$ cat src/rtl/alu_seq.sv
// Registered valid/ready ALU with a multi-cycle shift-add multiplier.
// Optional build macro ALU_SAT_EN: saturate add/sub/mul results instead of wrapping.
module alu_seq #(
    parameter int WIDTH = 8,
    parameter int CNT_W = $clog2(WIDTH) + 1
) (
    input  logic             clk,
    input  logic             rst,
    input  logic             in_valid,
    output logic             in_ready,
    input  logic [WIDTH-1:0] a,
    input  logic [WIDTH-1:0] b,
    input  logic [2:0]       alu_instr,
    output logic             out_valid,
    input  logic             out_ready,
    output logic [WIDTH-1:0] result,
    output logic             zero,
    output logic             ovr,
    output logic             neg
);

    localparam logic [2:0] OP_ADD = 3'b000;
    localparam logic [2:0] OP_SUB = 3'b001;
    localparam logic [2:0] OP_AND = 3'b010;
    localparam logic [2:0] OP_OR  = 3'b011;
    localparam logic [2:0] OP_SLT = 3'b100;
    localparam logic [2:0] OP_EQ  = 3'b101;
    localparam logic [2:0] OP_MUL = 3'b110;
    localparam logic [2:0] OP_XOR = 3'b111;

    localparam logic [CNT_W-1:0] CNT_ONE  = {{(CNT_W-1){1'b0}}, 1'b1};
    localparam logic [CNT_W-1:0] CNT_LAST = CNT_W'(WIDTH - 1);
    localparam logic [WIDTH-1:0] ALL_ZERO = {WIDTH{1'b0}};
    localparam logic [WIDTH-1:0] ALL_ONE  = {WIDTH{1'b1}};
    localparam logic [WIDTH-1:0] ONE_W    = {{(WIDTH-1){1'b0}}, 1'b1};

    typedef enum logic [1:0] {
        IDLE = 2'b00,
        MUL  = 2'b01,
        DONE = 2'b10
    } state_t;

    state_t                 r_state;
    logic [WIDTH-1:0]       r_result;
    logic                   r_ovr;
    logic                   r_in_ready;
    logic                   r_out_valid;
    logic [2*WIDTH-1:0]     r_a_ext;
    logic [WIDTH-1:0]       r_b_shift;
    logic [2*WIDTH-1:0]     r_acc;
    logic [CNT_W-1:0]       r_cnt;

    logic [WIDTH:0]         w_sum;
    logic [WIDTH:0]         w_diff;
    logic [WIDTH-1:0]       w_alu_result;
    logic                   w_alu_ovr;
    logic [2*WIDTH-1:0]     w_acc_next;
    logic                   w_mul_hi_nz;
    logic [WIDTH-1:0]       w_mul_result;
    logic                   w_mul_last;

    // Single-cycle operations, evaluated on the live inputs for the accept edge
    always_comb begin
        w_sum        = {1'b0, a} + {1'b0, b};
        w_diff       = {1'b0, a} - {1'b0, b};
        w_alu_result = ALL_ZERO;
        w_alu_ovr    = 1'b0;
        case (alu_instr)
            OP_ADD: begin
                w_alu_ovr = w_sum[WIDTH];
`ifdef ALU_SAT_EN
                w_alu_result = w_sum[WIDTH] ? ALL_ONE : w_sum[WIDTH-1:0];
`else
                w_alu_result = w_sum[WIDTH-1:0];
`endif
            end
            OP_SUB: begin
                w_alu_ovr = w_diff[WIDTH];
`ifdef ALU_SAT_EN
                w_alu_result = w_diff[WIDTH] ? ALL_ZERO : w_diff[WIDTH-1:0];
`else
                w_alu_result = w_diff[WIDTH-1:0];
`endif
            end
            OP_AND:  w_alu_result = a & b;
            OP_OR:   w_alu_result = a | b;
            OP_SLT:  w_alu_result = (a < b) ? ONE_W : ALL_ZERO;
            OP_EQ:   w_alu_result = (a == b) ? ONE_W : ALL_ZERO;
            OP_XOR:  w_alu_result = a ^ b;
            default: begin
                w_alu_result = ALL_ZERO;
                w_alu_ovr    = 1'b0;
            end
        endcase
    end

    // Shift-add step; the final iteration's sum feeds the result directly
    always_comb begin
        w_acc_next  = r_b_shift[0] ? (r_acc + r_a_ext) : r_acc;
        w_mul_last  = (r_cnt == CNT_LAST);
        w_mul_hi_nz = |w_acc_next[2*WIDTH-1:WIDTH];
`ifdef ALU_SAT_EN
        w_mul_result = w_mul_hi_nz ? ALL_ONE : w_acc_next[WIDTH-1:0];
`else
        w_mul_result = w_acc_next[WIDTH-1:0];
`endif
    end

    // Control FSM with registered handshake outputs, result and flags
    always_ff @(posedge clk or posedge rst) begin
        if (rst) begin
            r_state     <= IDLE;
            r_result    <= ALL_ZERO;
            r_ovr       <= 1'b0;
            r_in_ready  <= 1'b1;
            r_out_valid <= 1'b0;
            r_a_ext     <= {(2*WIDTH){1'b0}};
            r_b_shift   <= ALL_ZERO;
            r_acc       <= {(2*WIDTH){1'b0}};
            r_cnt       <= {CNT_W{1'b0}};
        end else begin
            case (r_state)
                IDLE: begin
                    if (in_valid) begin
                        r_in_ready <= 1'b0;
                        if (alu_instr == OP_MUL) begin
                            r_a_ext   <= {ALL_ZERO, a};
                            r_b_shift <= b;
                            r_acc     <= {(2*WIDTH){1'b0}};
                            r_cnt     <= {CNT_W{1'b0}};
                            r_state   <= MUL;
                        end else begin
                            r_result    <= w_alu_result;
                            r_ovr       <= w_alu_ovr;
                            r_out_valid <= 1'b1;
                            r_state     <= DONE;
                        end
                    end else begin
                        r_in_ready <= 1'b1;
                    end
                end
                MUL: begin
                    r_acc     <= w_acc_next;
                    r_a_ext   <= r_a_ext << 1;
                    r_b_shift <= r_b_shift >> 1;
                    r_cnt     <= r_cnt + CNT_ONE;
                    if (w_mul_last) begin
                        r_result    <= w_mul_result;
                        r_ovr       <= w_mul_hi_nz;
                        r_out_valid <= 1'b1;
                        r_state     <= DONE;
                    end else begin
                        r_state <= MUL;
                    end
                end
                DONE: begin
                    if (out_ready) begin
                        r_out_valid <= 1'b0;
                        r_in_ready  <= 1'b1;
                        r_state     <= IDLE;
                    end else begin
                        r_state <= DONE;
                    end
                end
                default: begin
                    r_state     <= IDLE;
                    r_in_ready  <= 1'b1;
                    r_out_valid <= 1'b0;
                end
            endcase
        end
    end

    assign in_ready  = r_in_ready;
    assign out_valid = r_out_valid;
    assign result    = r_result;
    assign ovr       = r_ovr;
    assign zero      = (r_result == ALL_ZERO);
    assign neg       = r_result[WIDTH-1];

endmodule

$ cat config.mk
export PLATFORM = sky130hd
export DESIGN_NAME = alu_seq
export DESIGN_NICKNAME = d
export VERILOG_FILES = /design/src/rtl/alu_seq.sv
export SDC_FILE = /design/constraint.sdc
export NUM_CORES = 1
export LEC_CHECK = 0
export CAP_MARGIN = 20
export CORE_UTILIZATION = 45
export CTS_BUF_LIST = sky130_fd_sc_hd__clkbuf_4 sky130_fd_sc_hd__clkbuf_8 sky130_fd_sc_hd__clkbuf_16
export DETAILED_ROUTE_END_ITERATION = 8
export GPL_TIMING_DRIVEN = 0
export HOLD_SLACK_MARGIN = 0.08
export SETUP_SLACK_MARGIN = 0.4
export SYNTH_ARGS = -nofsm -noshare
export SYNTH_HDL_FRONTEND = slang
export SYNTH_SLANG_ARGS = --single-unit
$ cat constraint.sdc
create_clock -name clk -period 3.6 [get_ports clk]
set_clock_uncertainty 0.05 [all_clocks]
set_input_delay 0.54 -clock clk [delete_from_list [all_inputs] [get_ports clk]]
set_output_delay 0.54 -clock clk [all_outputs]
set_load 0.05 [all_outputs]
==> results.txt <==
outcome = finished, final reports clean
top cells by area, synth = dfrtp_1 (32%), ha_1 (12%), nand2_1 (5.5%), o21ai_0 (4.5%), nor2_1 (3.8%)
Worst Setup Path Type = in2reg
GRT Util Overall = 0.258
Max rail drop VDD = 368 uV
layout cells sized above 1 = 0.0796
met1 WL = 5800 um
Nets = 628
I/O pins = 36
fin. max-slew vios = 0
# port buffers = 33
slew margin rel. = 0.546
Final min period = 2.99 ns
Post-Syn Nets = 583
worst hold path class = reg2reg
PostCTS Resize Cnt = 1
Pre-antenna DRT Iters = 5
routed vias/inst = 5.70
core area = 9370 um^2
DRC errors left = 0
first-pass GRT wire length = 19900 um
Core Rows = 35
die area = 10200 um^2
LEAKAGE = 2.37 nW
critical-path maximum fanout = 3
period utilization = 0.830
Via Count = 3955
diode count = 0
slowest cell on the critical path = clkdlybuf4s50_1
fin cells = 694
placed cell count = 678
setup bufs post-CTS = 0
CTS tree = built
max layer used = met4
Synthesis Warnings = 0
Cell variety after synth = 62
Final Core Density = 0.547
area of the multi-input gates = 2770 um^2
Post-synth EDFFs = 0
final WL = 12200 um
top_reg_cell synth = dfrtp_1
Setup crit end kind = flip-flop
Final Hold Vio Count = 0
register area share after synthesis = 0.324
H-tree depth = 3
Mapped Cells = 515
CP Launch Type = input pin
number of CTS-inserted buffers = 9
synthesized area per cell = 8.56 um^2
slowest stage delay, CP = 0.48 ns
register area = 1430 um^2
GPL Wtd Cong = 0.928
antenna violations before repair = 0
final setup fails = 0
Arr. time, crit path = 3.12 ns
Sink Count = 57
top-area cell type share of the netlist area = 0.318
Max Cap Viol = 0
FF-to-FF setup slack = 0.61 ns
Total Power = 3.70 mW
largest net degree at the start of global routing = 39
RSZ-0062 raised after global routing = no
DRT iter0 DRCs = 279
clock-pin slew on the worst setup and hold paths = 0.07 ns
Netlist Area Pre-Place = 4410 um^2
initial core utilization = 0.470
CP dominant cell by count = a21oi_2
largest area contributor in the netlist = dfrtp_1
die width = 101 um
CP Data Required Time = 3.73 ns
Worst-Skew Late Latency = 0.33 ns
Worst-Margin Slew = 0.676 ns
Die Span Y = 101 um
grt ovf = 0
clk buf depth = 2
wire per inst = 17.6 um
Hold Buf Count CTS = 0
flops & latches, synth = 57
# fillers = 917
Final ANT Viol Nets = 0
Area Overhead vs Synth = 16.2%
vias in the first global route = 3797
ys async rst share = 1.00
setup TNS = 0 ns
hold_ws = 0.455 ns
Root Buffer = clkbuf_8
Max Freq = 334 MHz
post-DP HPWL = 9430 um
Power Dens Cells = 722 nW/um^2
met3 WL = 646 um
DR WL met2 = 5650 um
crit path cell chain = clkdlybuf4s50_1 -> ha_1 -> fa_1 -> a21o_1 -> a21oi_2 -> o21bai_1 -> a21oi_2 -> o22ai_1 -> and3_1 -> o32ai_2 -> a31oi_1
==> kinds of logic after synthesis <==
group | Yosys count | share of synthesized area
DFF | 57 | 0.324
xor gates and xnor gates | 17 | 0.0338
adders and majority gates | 45 | 0.133
AOI/OAI and AO/OA | 165 | 0.258
muxes | 13 | 0.0301
and+or+nand+nor | 158 | 0.169
buffers and inverters | 60 | 0.0533
==> critical path: cells and delay by family <==
family	cells	cell delay (ns)
buf+inv	1	0.48
compound gates	7	1.22
simple gates	1	0.21
fa+ha+maj	2	0.68
==> power by group <==
| group | switching (mW) | internal, mW |
|---|---|---|
| Sequential | 0.222 | 0.895 |
| Clock | 0.286 | 0.269 |
| Combinational | 1.20 | 0.827 |
| Total | 1.71 | 1.99 |
==> Yosys cell counts (12+ instances only) <==
cell      count
o21ai_0      40
a31oi_1      17
a22o_1       15
dfrtp_1      56
xnor2_1      12
a21o_1       18
clkbuf_1     28
nand2_1      65
inv_1        28
nor2_1       45
ha_1         42
a21oi_1      30
==> worst paths after layout <==
| path | from | depth (start not counted) | to |
|---|---|---|---|
| max reg2reg | r_a_ext[0]$_DFFE_PP0P_ | 10 | ovr$_DFFE_PP0P_ |
| min reg2reg | result[2]$_DFFE_PP0P_ | 2 | result[2]$_DFFE_PP0P_ |
| max | a[0] | 11 | ovr$_DFFE_PP0P_ |
| min | result[2]$_DFFE_PP0P_ | 2 | result[2]$_DFFE_PP0P_ |
| max in group asynchronous | rst | 3 | ovr$_DFFE_PP0P_ |
| min in group asynchronous | rst | 2 | r_state[0]$_DFFE_PP0N_ |
==> layer usage <==
layer / vias up / track usage
met5: - / 0
met4: 0 / 0.0613
met3: 8 / 0.0451
met2: 108 / 0.417
met1: 1913 / 0.360
li1: 1926 / -
==> cell type report <==
class,instances,area share
clock buffers,10,0.0269
clock inverters,6,0.00830
repair buffers,34,0.0684
multi-input cells,398,0.540
flip-flops and latches,57,0.279
plain buffers,32,0.0254
well taps,129,0.0315
inverters,28,0.0205
==> registers in the layout (all words and copies together), names as in the netlist <==
| signal | count |
|---|---|
| r_a_ext | 16 |
| r_acc | 16 |
| r_b_shift | 8 |
| result | 8 |
| r_cnt | 4 |
| r_state | 2 |
| in_ready | 1 |
| out_valid | 1 |
| ovr | 1 |
==> cells in the final DEF (no fill, tap or decap), types with 3 or more instances in the layout <==
cell type | netlist | layout
clkdlybuf4s50_1 | 0 | 33
fa_1 | 3 | 3
a221oi_1 | 6 | 6
a21o_1 | 18 | 18
mux2i_1 | 11 | 11
clkbuf_1 | 28 | 28
a211oi_1 | 7 | 7
nand2b_1 | 4 | 4
o22ai_1 | 3 | 3
or2_2 | 3 | 3
nor3_1 | 4 | 4
xor2_1 | 5 | 5
clkbuf_8 | 0 | 10
inv_1 | 28 | 27
nor2b_1 | 6 | 6
ha_1 | 42 | 42
nand3_1 | 6 | 6
a22o_1 | 15 | 15
xnor2_1 | 12 | 12
dfrtp_1 | 56 | 56
o21bai_1 | 4 | 4
nand4b_1 | 3 | 3
and2_1 | 3 | 3
a32o_1 | 4 | 4
a31oi_1 | 17 | 17
o21ai_0 | 40 | 39
a21oi_2 | 2 | 4
a21oi_1 | 30 | 28
nand2_1 | 65 | 65
nor2_1 | 45 | 45
==> through the flow <==
step           area, um^2  setup WS [ns]
2_1_floorplan        4410          0.948
3_3_place_gp         4900         0.0356
3_5_place_dp         4920         0.0413
4_1_cts              5110          0.493
5_1_grt              5120          0.405
6_report             5120          0.610
(Power assumes the default switching activity.)
